===== config.mk =====
export PLATFORM = sky130hd
export DESIGN_NAME = seq_shifter
export DESIGN_NICKNAME = d
export VERILOG_FILES = /design/src/rtl/shifter_pkg.sv /design/src/rtl/shift_step.sv /design/src/rtl/seq_shifter.sv
export SDC_FILE = /design/constraint.sdc
export NUM_CORES = 1
export LEC_CHECK = 0
export CORE_ASPECT_RATIO = 0.7
export CORE_MARGIN = 2
export CORE_UTILIZATION = 45
export DETAILED_ROUTE_END_ITERATION = 6
export DONT_BUFFER_PORTS = 1
export HOLD_SLACK_MARGIN = 0.05
export SYNTH_ARGS = -nofsm -noshare
export SYNTH_HDL_FRONTEND = slang
export SYNTH_SLANG_ARGS = --single-unit

===== constraint.sdc =====
create_clock -name clk -period 2.7 [get_ports clk]
set_clock_uncertainty 0.15 [all_clocks]
set_input_delay 0.405 -clock clk [delete_from_list [all_inputs] [get_ports clk]]
set_output_delay 0.405 -clock clk [all_outputs]
set_load 0.005 [all_outputs]

===== src/rtl/shifter_pkg.sv =====
// Shared encodings for the sequential shifter: operation modes and FSM states.
package shifter_pkg;

    // Operation select carried on in_mode and held in the mode register.
    localparam logic [1:0] SH_SLL = 2'b00;
    localparam logic [1:0] SH_SRL = 2'b01;
    localparam logic [1:0] SH_SRA = 2'b10;
    localparam logic [1:0] SH_ROR = 2'b11;

    // Controller states.
    typedef enum logic [1:0] {
        ST_IDLE  = 2'b00,
        ST_SHIFT = 2'b01,
        ST_DONE  = 2'b10
    } state_t;

endpackage


===== src/rtl/shift_step.sv =====
// Combinational single-stage shifter. It moves data by 0..STEP positions in one
// of four modes. Only distances up to STEP are built, so the stage stays small
// no matter how wide the operand is.
module shift_step
    import shifter_pkg::*;
#(
    parameter int WIDTH = 32,
    parameter int STEP  = 4,
    localparam int AMT_W = $clog2(WIDTH)
) (
    input  logic [WIDTH-1:0] data,
    input  logic [AMT_W-1:0] amount,
    input  logic [1:0]       mode,
    output logic [WIDTH-1:0] shifted
);

    // One candidate result per legal distance 0..STEP.
    logic [WIDTH-1:0] cand [STEP+1];

    generate
        for (genvar gi = 0; gi <= STEP; gi++) begin : g_cand
            // Rotation by 0 works because a left shift by WIDTH yields all zeros.
            assign cand[gi] = (mode == SH_SLL) ? (data << gi) :
                              (mode == SH_SRL) ? (data >> gi) :
                              (mode == SH_SRA) ? $unsigned($signed(data) >>> gi) :
                                                 ((data >> gi) | (data << (WIDTH - gi)));
        end
    endgenerate

    // Pick the candidate that matches the requested distance.
    always_comb begin
        shifted = data;
        for (int k = 0; k <= STEP; k++) begin
            if (amount == AMT_W'(k)) begin
                shifted = cand[k];
            end
        end
    end

endmodule


===== src/rtl/seq_shifter.sv =====
// Multi-cycle shifter (SLL/SRL/SRA/ROR). It moves at most STEP bit positions per
// clock and uses valid/ready handshakes on both the operand and result sides.
module seq_shifter
    import shifter_pkg::*;
#(
    parameter int WIDTH = 32,
    parameter int STEP  = 4,
    localparam int SHAMT_W = $clog2(WIDTH)
) (
    input  logic               clk,
    input  logic               rst,
    input  logic               in_valid,
    output logic               in_ready,
    input  logic [WIDTH-1:0]   in_data,
    input  logic [SHAMT_W-1:0] in_shamt,
    input  logic [1:0]         in_mode,
    output logic               out_valid,
    input  logic               out_ready,
    output logic [WIDTH-1:0]   out_data,
    output logic               busy
);

    // STEP always fits in SHAMT_W bits because it is at most WIDTH-1.
    localparam logic [SHAMT_W-1:0] STEP_AMT = SHAMT_W'(STEP);

    state_t             state_reg;
    state_t             state_next;
    logic [WIDTH-1:0]   data_reg;
    logic [SHAMT_W-1:0] remaining_reg;
    logic [1:0]         mode_reg;
    logic [SHAMT_W-1:0] step_amt;
    logic [WIDTH-1:0]   step_data;

    // This cycle's distance: whatever is left, capped at STEP.
    assign step_amt = (remaining_reg > STEP_AMT) ? STEP_AMT : remaining_reg;

    shift_step #(
        .WIDTH (WIDTH),
        .STEP  (STEP)
    ) u_step (
        .data    (data_reg),
        .amount  (step_amt),
        .mode    (mode_reg),
        .shifted (step_data)
    );

    // State register.
    always_ff @(posedge clk) begin
        if (rst) begin
            state_reg <= ST_IDLE;
        end else begin
            state_reg <= state_next;
        end
    end

    // Next-state logic. A zero amount skips SHIFT entirely.
    always_comb begin
        state_next = state_reg;
        case (state_reg)
            ST_IDLE: begin
                if (in_valid) begin
                    state_next = (in_shamt == '0) ? ST_DONE : ST_SHIFT;
                end
            end
            ST_SHIFT: begin
                if (remaining_reg == step_amt) begin
                    state_next = ST_DONE;
                end
            end
            ST_DONE: begin
                if (out_ready) begin
                    state_next = ST_IDLE;
                end
            end
            default: state_next = ST_IDLE;
        endcase
    end

    // Datapath: load on accept, step while shifting, and hold in DONE and IDLE.
    always_ff @(posedge clk) begin
        if (rst) begin
            data_reg      <= '0;
            remaining_reg <= '0;
            mode_reg      <= '0;
        end else begin
            case (state_reg)
                ST_IDLE: begin
                    if (in_valid) begin
                        data_reg      <= in_data;
                        remaining_reg <= in_shamt;
                        mode_reg      <= in_mode;
                    end
                end
                ST_SHIFT: begin
                    data_reg      <= step_data;
                    remaining_reg <= remaining_reg - step_amt;
                end
                default: ;
            endcase
        end
    end

    assign in_ready  = (state_reg == ST_IDLE);
    assign out_valid = (state_reg == ST_DONE);
    assign busy      = (state_reg == ST_SHIFT) || (state_reg == ST_DONE);
    assign out_data  = data_reg;

endmodule


==> results of run 1 <==
-- final timing paths --
kind | start | end | depth (start not counted)
max | remaining_reg[3] | out_data[28] | 5
min | rst | out_data[5] | 1
min reg2reg | state_reg[0] | state_reg[0] | 2
max reg2reg | remaining_reg[3] | out_data[28] | 5
-- cell usage in the layout (no fill, tap or decap), drive strengths merged, types with 4 or more instances in the layout --
cell type | netlist | final
a211oi | 9 | 9
a21oi | 49 | 49
a221oi | 7 | 7
a222oi | 16 | 16
a311oi | 4 | 4
a31oi | 48 | 48
and4 | 12 | 12
buf | 11 | 21
clkbuf | 47 | 7
dfxtp | 41 | 41
ha | 4 | 4
inv | 5 | 5
mux2i | 4 | 4
nand2 | 51 | 51
nand3 | 23 | 23
nand3b | 12 | 12
nor2 | 26 | 26
nor3 | 5 | 5
o21a | 12 | 12
o21ai | 43 | 43
o221ai | 24 | 24
o41ai | 9 | 9
or3b | 13 | 13
-- critical path, cell delays in order (launching register included) --
cell and delay [ns]:
dfxtp_1 0.38, or3_1 0.65, or3_1 0.72, a31oi_1 0.25
o221ai_1 0.13, a31oi_1 0.18
-- cell families after synthesis --
kind of cell	after synthesis	synth area share [%]
fa+ha+maj	4	1.37
buf+inv	63	7.31
other cells	1	0.102
mux	7	2.02
flops	41	22.4
simple gates	161	23.8
compound gates	234	43.0
-- final cells by class --
type | instances | area, um2 | share of cell area (%)
Multi-Input combinational cell | 407 | 2580 | 66.2
Sequential cell | 41 | 821 | 21.0
Timing Repair Buffer | 21 | 183 | 4.68
Inverter | 5 | 18.8 | 0.480
Tap cell | 101 | 126 | 3.24
Clock inverter | 1 | 30.0 | 0.769
Clock buffer | 7 | 143 | 3.65
-- through the flow --
step | setup WS (ns) | instances
after global routing | 0.0169 | 583
after detailed placement | 0.218 | 574
final | 0.164 | 583
after global placement | 0.289 | 574
after floorplan | 0.463 | 511
after CTS | 0.193 | 583
-- timing repair --
item	CTS	global route
gates resized for setup	0	0
setup endpoints to repair	0	0
hold buffers	1	0
hold endpoints to repair	30	0
-- per-layer routing --
metal	routed length (um)	vias to the layer above	track usage, %	share of wire, %
met5	0	-	0	0
met4	143	0	6.17	1.1
met3	1780	22	7.97	14
met2	5460	326	43.2	42
met1	5620	2054	41.3	43
li1	-	1973	-	-
-- power by group through the flow --
stage	combinational [uW]	sequential, uW	clock [uW]
3_3_place_gp	2840	1290	0
6_report	2970	1290	723
4_1_cts	2900	1280	736
3_5_place_dp	2880	1290	0
2_1_floorplan	2330	1080	0
5_1_grt	3270	1330	756
==> results.txt, run 1 <==
Starting density of the core -> 46.5%
Fmax -> 394 MHz
ANT nets after route -> 0
Via-to-Cell Ratio -> 7.50
Slew @ Worst Pin -> 0.703 ns
Die Y -> 79.5 um
Rows -> 27
Maxcap violations -> 0
I/O Pins -> 78
Routed wire length -> 13000 um
Synth cell count leaders -> nand2_1, a21oi_1, a31oi_1
Filler cells -> 772
Deepest clock path buffer count -> 2
DR vias -> 4375
TritonCTS clock tree -> done
DR iter-0 viols -> 581
Worst slew margin -> 53.1%
Sequential share of power -> 26.0%
Die area -> 8890 um2
GRT Total Usage -> 28.9%
Die W -> 112 um
Register area share after synthesis -> 22.4%
Mapped cell area -> 3660 um2
Num CTS Buffers -> 5
Max reg flops -> 32
CP Launch Type -> register
Max VDD drop -> 670 uV
H-tree depth -> 2
Area growth syn-to-layout -> 6.66%
Slew Limit Fails -> 0
Psw -> 2560 uW
PwrDens -> 1280 nW/um2
Status -> completed
Endpoints failing setup -> 0
Initial antenna violation count -> 0
Core ar. -> 7870 um2
Fraction of layout cells with a size suffix above 1 -> 10.6%
Endpoint class of the critical path -> register
Leading area contributor after synthesis -> dfxtp_1
Post-layout util -> 49.6%
Pleak -> 0.00135 uW
Synth top area share -> 22.4%
Routed wire per std cell -> 22.3 um
Most frequent cell after synthesis -> nand2_1
Setup TNS -> 0 ns
Largest net degree at the start of global routing -> 62
Ys async rst share -> 0%
Number of synthesized flops with an enable pin -> 0
Final hold slack -> 0.0584 ns
Req. time, crit path -> 2.77 ns
Nets@finish -> 528
Critical Path Fanout Max -> 17
Leading post-synthesis cells by cell area -> dfxtp_1, a31oi_1, a21oi_1
Clock slew at reported path FFs -> 0.06 ns
Total power draw -> 4990 uW
TritonRoute pass-1 iters -> 6
Clk sink count -> 41
Synthesized Nets -> 558
Final Cycle Share -> 93.9%
Dpl cell area -> 3710 um2
Gate power share -> 59.6%
Synth Area per Inst -> 7.17 um2
Design Area, Final -> 3910 um2
Post-synthesis instance total -> 511
Seq cells post-synth -> 41
# DRC -> 0
Clk_lat worst skew -> 0.29 ns
Hold Path Class -> input port to register
Unrepaired setup endpoints after global routing -> no
Tmin final -> 2.54 ns
Reg2Reg Setup Slack -> 0.16 ns
Synth cell types -> 51
Dpl hpwl -> 8680 um
Kind of critical path -> register to register
Warnings, synthesis -> 0
Port bufs -> 0
Vias in the first global route -> 3983
Post-CTS Setup Bufs -> 0
Final hold violations -> 0
Net Sw Frac -> 51.3%
Worst Path Arrival -> 2.61 ns
Int Pwr -> 2430 uW
Antenna diode count -> 0
Ys flop type -> dfxtp_1
Gr ovfl total -> 0
First-pass GRT wire length -> 21000 um
Root Buffer -> clkbuf_16
GP Congestion -> 0.920
Clock share of power -> 14.5%
No activity file was read; power rests on OpenSTA's default activity.
==> run 2, diff against run 1 <==
Settings changed: CORE_ASPECT_RATIO 0.7 to 0.6, SLEW_MARGIN set to 40.
==> results.txt, run 2 (synthesis results as in run 1) <==
Most used cell, CP -> or3_1
DR iter-0 viols -> 587 (+1.0%)
Antenna diode count -> 0 (unchanged)
Max reg flops -> 32 (unchanged)
Clk sink count -> 41 (unchanged)
Setup TNS -> 0 ns (unchanged)
Root Buffer -> clkbuf_16
Starting density of the core -> 46.5% (-0.066 points)
Clock slew at reported path FFs -> 0.06 ns (about the same)
Initial antenna violation count -> 0 (unchanged)
Clk_lat worst skew -> 0.29 ns (about the same)
H-tree depth -> 2 (unchanged)
Worst Path Arrival -> 2.47 ns (-0.14 ns)
GRT Total Usage -> 29.4% (+0.56 points)
Top delay family on crit path -> simple AND/OR/NAND/NOR gates
Worst slew margin -> 51.1% (-2.0 points)
Post-layout util -> 49.6% (about the same)
Core ar. -> 7880 um2 (+0.14%)
Unrepaired setup endpoints after global routing -> no
Routed wire per std cell -> 22.5 um (+1.1%)
Tmin final -> 2.40 ns (-0.137 ns)
Max VDD drop -> 488 uV (-27%)
Violated checks -> DRC
Fraction of layout cells with a size suffix above 1 -> 10.8% (+0.19 points)
CP Launch Type -> register
TritonRoute pass-1 iters -> 7 (+1)
Dpl hpwl -> 9030 um (+3.9%)
Final hold violations -> 0 (unchanged)
Vias in the first global route -> 3882 (-2.5%)
Maxcap violations -> 0 (unchanged)
Max stage delay on crit path -> 0.69 ns (-0.03 ns)
Routed wire length -> 13300 um (+2.5%)
Final Cycle Share -> 88.9% (-5.1 points)
Slew Limit Fails -> 0 (unchanged)
TritonCTS clock tree -> done
Most frequent cells in the layout -> nand2_1, a21oi_1, a31oi_1
First-pass GRT wire length -> 20900 um (-0.33%)
Post-CTS Setup Bufs -> 0 (unchanged)
Via-to-Cell Ratio -> 7.50 (-0.11%)
Kind of critical path -> register to register
I/O Pins -> 78 (unchanged)
Area growth syn-to-layout -> 6.76% (about the same)
Nets@finish -> 529 (+0.19%)
Slew @ Worst Pin -> 0.733 ns (+0.0294 ns)
Worst-path cell chain -> or3_1 -> or3_1 -> a31oi_1 -> o221ai_1 -> a21oi_1
Req. time, crit path -> 2.77 ns (about the same)
Hold Path Class -> input port to register
CP bufs+invs -> 0 (unchanged)
GP Congestion -> 0.943 (+2.5%)
Rows -> 25 (-7.4%)
Num CTS Buffers -> 5 (unchanged)
Gr ovfl total -> 0 (unchanged)
Commonest non-fill, non-tap cell in the layout -> nand2_1
Endpoints failing setup -> 0 (unchanged)
Largest net degree at the start of global routing -> 34 (-45%)
Critical Path Fanout Max -> 17 (unchanged)
ANT nets after route -> 0 (unchanged)
DR vias -> 4430 (+1.3%)
Port bufs -> 0 (unchanged)
Die W -> 120 um (+7.7%)
Die area -> 8900 um2 (+0.14%)
Worst path slowest cell -> or3_1
Fmax -> 417 MHz (+5.7%)
Deepest clock path buffer count -> 2 (unchanged)
Filler cells -> 806 (+4.4%)
Die Y -> 73.9 um (-7.0%)
Status -> finished with violations
PwrDens -> 1290 nW/um2 (+1.1%)
Endpoint class of the critical path -> register
# DRC -> 14 (+14)
Pleak -> 0.00136 uW (+0.15%)
-- run 2: changes by cell type in the layout (fill, tap and decap cells not counted), sizes merged --
cell	before	now
buf	21	22
-- run 2: worst reg2reg max path: stages, from the launching register on --
cell and delay, ns:
dfxtp_1 0.38, or3_1 0.52, or3_1 0.70, a31oi_1 0.29, o221ai_1 0.15, a21oi_1 0.15
-- run 2: layer usage --
layer / global-route usage, % / wire, um / share of wire [%] / up-vias
li1: - / - / - / 1972
met1: 42.4 / 5630 / 42 / 2098
met2: 41.9 / 5530 / 42 / 341
met3: 9.16 / 2010 / 15 / 19
met4: 8.01 / 146 / 1.1 / 0
met5: 0 / 0 / 0 / -
-- run 2: final cells by class --
type,instances,area [um2],share of cell area [%]
flip-flops and latches,41,821,21.0
multi-input cells,407,2580,66.1
clock buffers,7,143,3.65
inverters,5,18.8,0.480
repair buffers,22,178,4.54
well taps,108,135,3.46
clock inverters,1,30.0,0.768
-- run 2: final timing paths --
| path | start | endpoint | slack [ns] | depth (start not counted) |
|---|---|---|---|---|
| setup / recovery | remaining_reg[3] | out_data[21] | 0.30 | 5 |
| hold / removal | rst | out_data[29] | 0.06 | 1 |
| hold reg to reg | state_reg[0] | state_reg[0] | 0.33 | 2 |
| setup reg to reg | remaining_reg[3] | out_data[21] | 0.30 | 5 |
-- run 2: per-stage QoR --
step	cells	worst slack [ns]	power (uW)	hold slack, ns	instance area [um2]
global placement	582	0.415	4150	0.313	3720
finish	591	0.301	5050	0.0601	3910
CTS	591	0.351	4950	0.0534	3910
detailed placement	582	0.375	4200	0.316	3720
global route	591	0.104	5390	0.0542	3910
floorplan	511	0.463	3410	0.299	3660
-- run 2: what timing repair did --
action,4_1_cts,5_1_grt
gates resized for setup,0,0
hold buffers,1,0
endpoints found under the hold margin,30,0
-- run 2: power by group --
part	switching, uW	internal [uW]	leakage, uW
logic	1880	1140	0.000935
clock network	261	463	0.0000841
registers	459	845	0.000337
==> run 3, diff against run 2 <==
Settings changed: CORE_MARGIN 2 to not set.
==> results.txt, run 3 (synthesis results as in run 1) <==
Status -> finished with violations
Violated checks -> DRC
Commonest non-fill, non-tap cell in the layout -> nand2_1
Final hold violations -> 0 (unchanged)
Post-layout util -> 49.7% (+0.095 points)
Setup TNS -> 0 ns (unchanged)
Design Area, Final -> 3920 um2 (+0.19%)
I/O Pins -> 78 (unchanged)
Hold Path Class -> input port to register
Deepest clock path buffer count -> 2 (unchanged)
Max VDD drop -> 431 uV (-12%)
Endpoints failing setup -> 0 (unchanged)
Port bufs -> 0 (unchanged)
Fraction of layout cells with a size suffix above 1 -> 11.0% (+0.18 points)
Post-CTS sizing -> 0 (unchanged)
Crit path capture -> out_data[14]
Req. time, crit path -> 2.78 ns (about the same)
Fmax -> 397 MHz (-4.7%)
CP Launch Type -> register
Worst R2R Path Depth -> 5 (unchanged)
Die area -> 8520 um2 (-4.3%)
H-tree depth -> 2 (unchanged)
Reg2Reg Setup Slack -> 0.18 ns (-0.12 ns)
Vias in the first global route -> 3855 (-0.70%)
Dpl cell area -> 3720 um2 (+0.20%)
Die Y -> 71.9 um (-2.7%)
Pleak -> 0.00136 uW (+0.32%)
Routed wire per std cell -> 22.1 um (-1.8%)
FF-to-FF Start -> remaining_reg[3]
Worst slew margin -> 53.8% (+2.7 points)
Clock slew at reported path FFs -> 0.06 ns (about the same)
Antenna diode count -> 0 (unchanged)
Slew Limit Fails -> 0 (unchanged)
Pre-CTS WS -> 0.236 ns (-0.138 ns)
ANT nets after route -> 0 (unchanged)
DR vias -> 4365 (-1.5%)
Root Buffer -> clkbuf_16
Via-to-Cell Ratio -> 7.37 (-1.6%)
Die W -> 118 um (-1.7%)
Slew @ Worst Pin -> 0.685 ns (-0.0475 ns)
Tmin final -> 2.52 ns (+0.118 ns)
Routed wire length -> 13100 um (-1.7%)
PwrDens -> 1270 nW/um2 (-1.2%)
Clk_lat worst skew -> 0.30 ns (about the same)
TritonRoute pass-1 iters -> 7 (unchanged)
Largest net degree at the start of global routing -> 31 (-8.8%)
Final Cycle Share -> 93.2% (+4.4 points)
Nets@finish -> 530 (+0.19%)
Area growth syn-to-layout -> 6.97%
Clk sink count -> 41 (unchanged)
First-pass GRT wire length -> 20900 um (about the same)
Max reg flops -> 32 (unchanged)
Final WS setup -> 0.183 ns (-0.118 ns)
GP Congestion -> 0.933 (-1.1%)
Worst Path Arrival -> 2.60 ns (+0.13 ns)
Kind of critical path -> register to register
Initial antenna violation count -> 0 (unchanged)
Worst r2r dst -> out_data[14]
Rows -> 25 (unchanged)
Num CTS Buffers -> 5 (unchanged)
Critical Path Fanout Max -> 17 (unchanged)
Unrepaired setup endpoints after global routing -> no
Most frequent cells in the layout -> nand2_1, a21oi_1, a31oi_1
TritonCTS clock tree -> done
Crit path launch -> remaining_reg[3]
Core ar. -> 7880 um2 (unchanged)
Filler cells -> 788 (-2.2%)
Dpl hpwl -> 8930 um (-1.1%)
Gr ovfl total -> 0 (unchanged)
GRT Total Usage -> 30.9% (+1.5 points)
Endpoint class of the critical path -> register
DR iter-0 viols -> 609 (+3.7%)
Starting density of the core -> 46.5% (unchanged)
Maxcap violations -> 0 (unchanged)
# DRC -> 1 (-13)
[run 3: changes by cell type in the layout (fill, tap and decap cells not counted)]
cell and delta:
buf_4 +1
[run 3: critical path, cell delays in order, from the launching register on]
cell      delay [ns]
dfxtp_1         0.38
or3_1           0.64
or3_1           0.72
a31oi_1         0.27
o221ai_1        0.14
a21oi_1         0.15
[run 3: metrics by stage]
step,hold slack (ns),power (uW),instances
detailed placement,0.315,4170,583
global placement,0.310,4120,583
finish,0.0553,4990,592
floorplan,0.299,3410,511
CTS,0.0501,4910,592
global route,0.0510,5350,592
[run 3: metal layers]
metal,vias to the layer above,track usage (%),wire [um]
li1,1977,-,-
met1,2060,45.2,5810
met2,317,44.0,5450
met3,11,9.32,1740
met4,0,7.03,102
met5,-,0,0
[run 3: layout make-up]
cell class / instances / area [um2] / area share, %
Clock inverter: 1 / 30.0 / 0.767
Multi-Input combinational cell: 407 / 2580 / 66.0
Sequential cell: 41 / 821 / 21.0
Inverter: 5 / 18.8 / 0.479
Timing Repair Buffer: 23 / 185 / 4.73
Tap cell: 108 / 135 / 3.45
Clock buffer: 7 / 143 / 3.64
[run 3: worst min-delay path by stage]
stage	cells past startpoint	start	slack, ns	end
after global routing	1	rst	0.05	out_data[5]
after global placement	2	state_reg[0]	0.31	state_reg[0]
after detailed placement	2	state_reg[0]	0.32	state_reg[0]
final	1	rst	0.06	out_data[29]
after floorplan	2	state_reg[0]	0.30	state_reg[0]
after CTS	1	rst	0.05	out_data[11]
[run 3: timing repair]
action                    4_1_cts  5_1_grt
hold endpoints to repair       30        0
setup buffers                   0        0
hold buffers                    1        0
[run 3: where the power goes]
| part | internal, uW | switching [uW] | leakage [uW] |
|---|---|---|---|
| Combinational | 1120 | 1840 | 0.000939 |
| Clock | 463 | 269 | 0.0000841 |
| Sequential | 845 | 464 | 0.000337 |
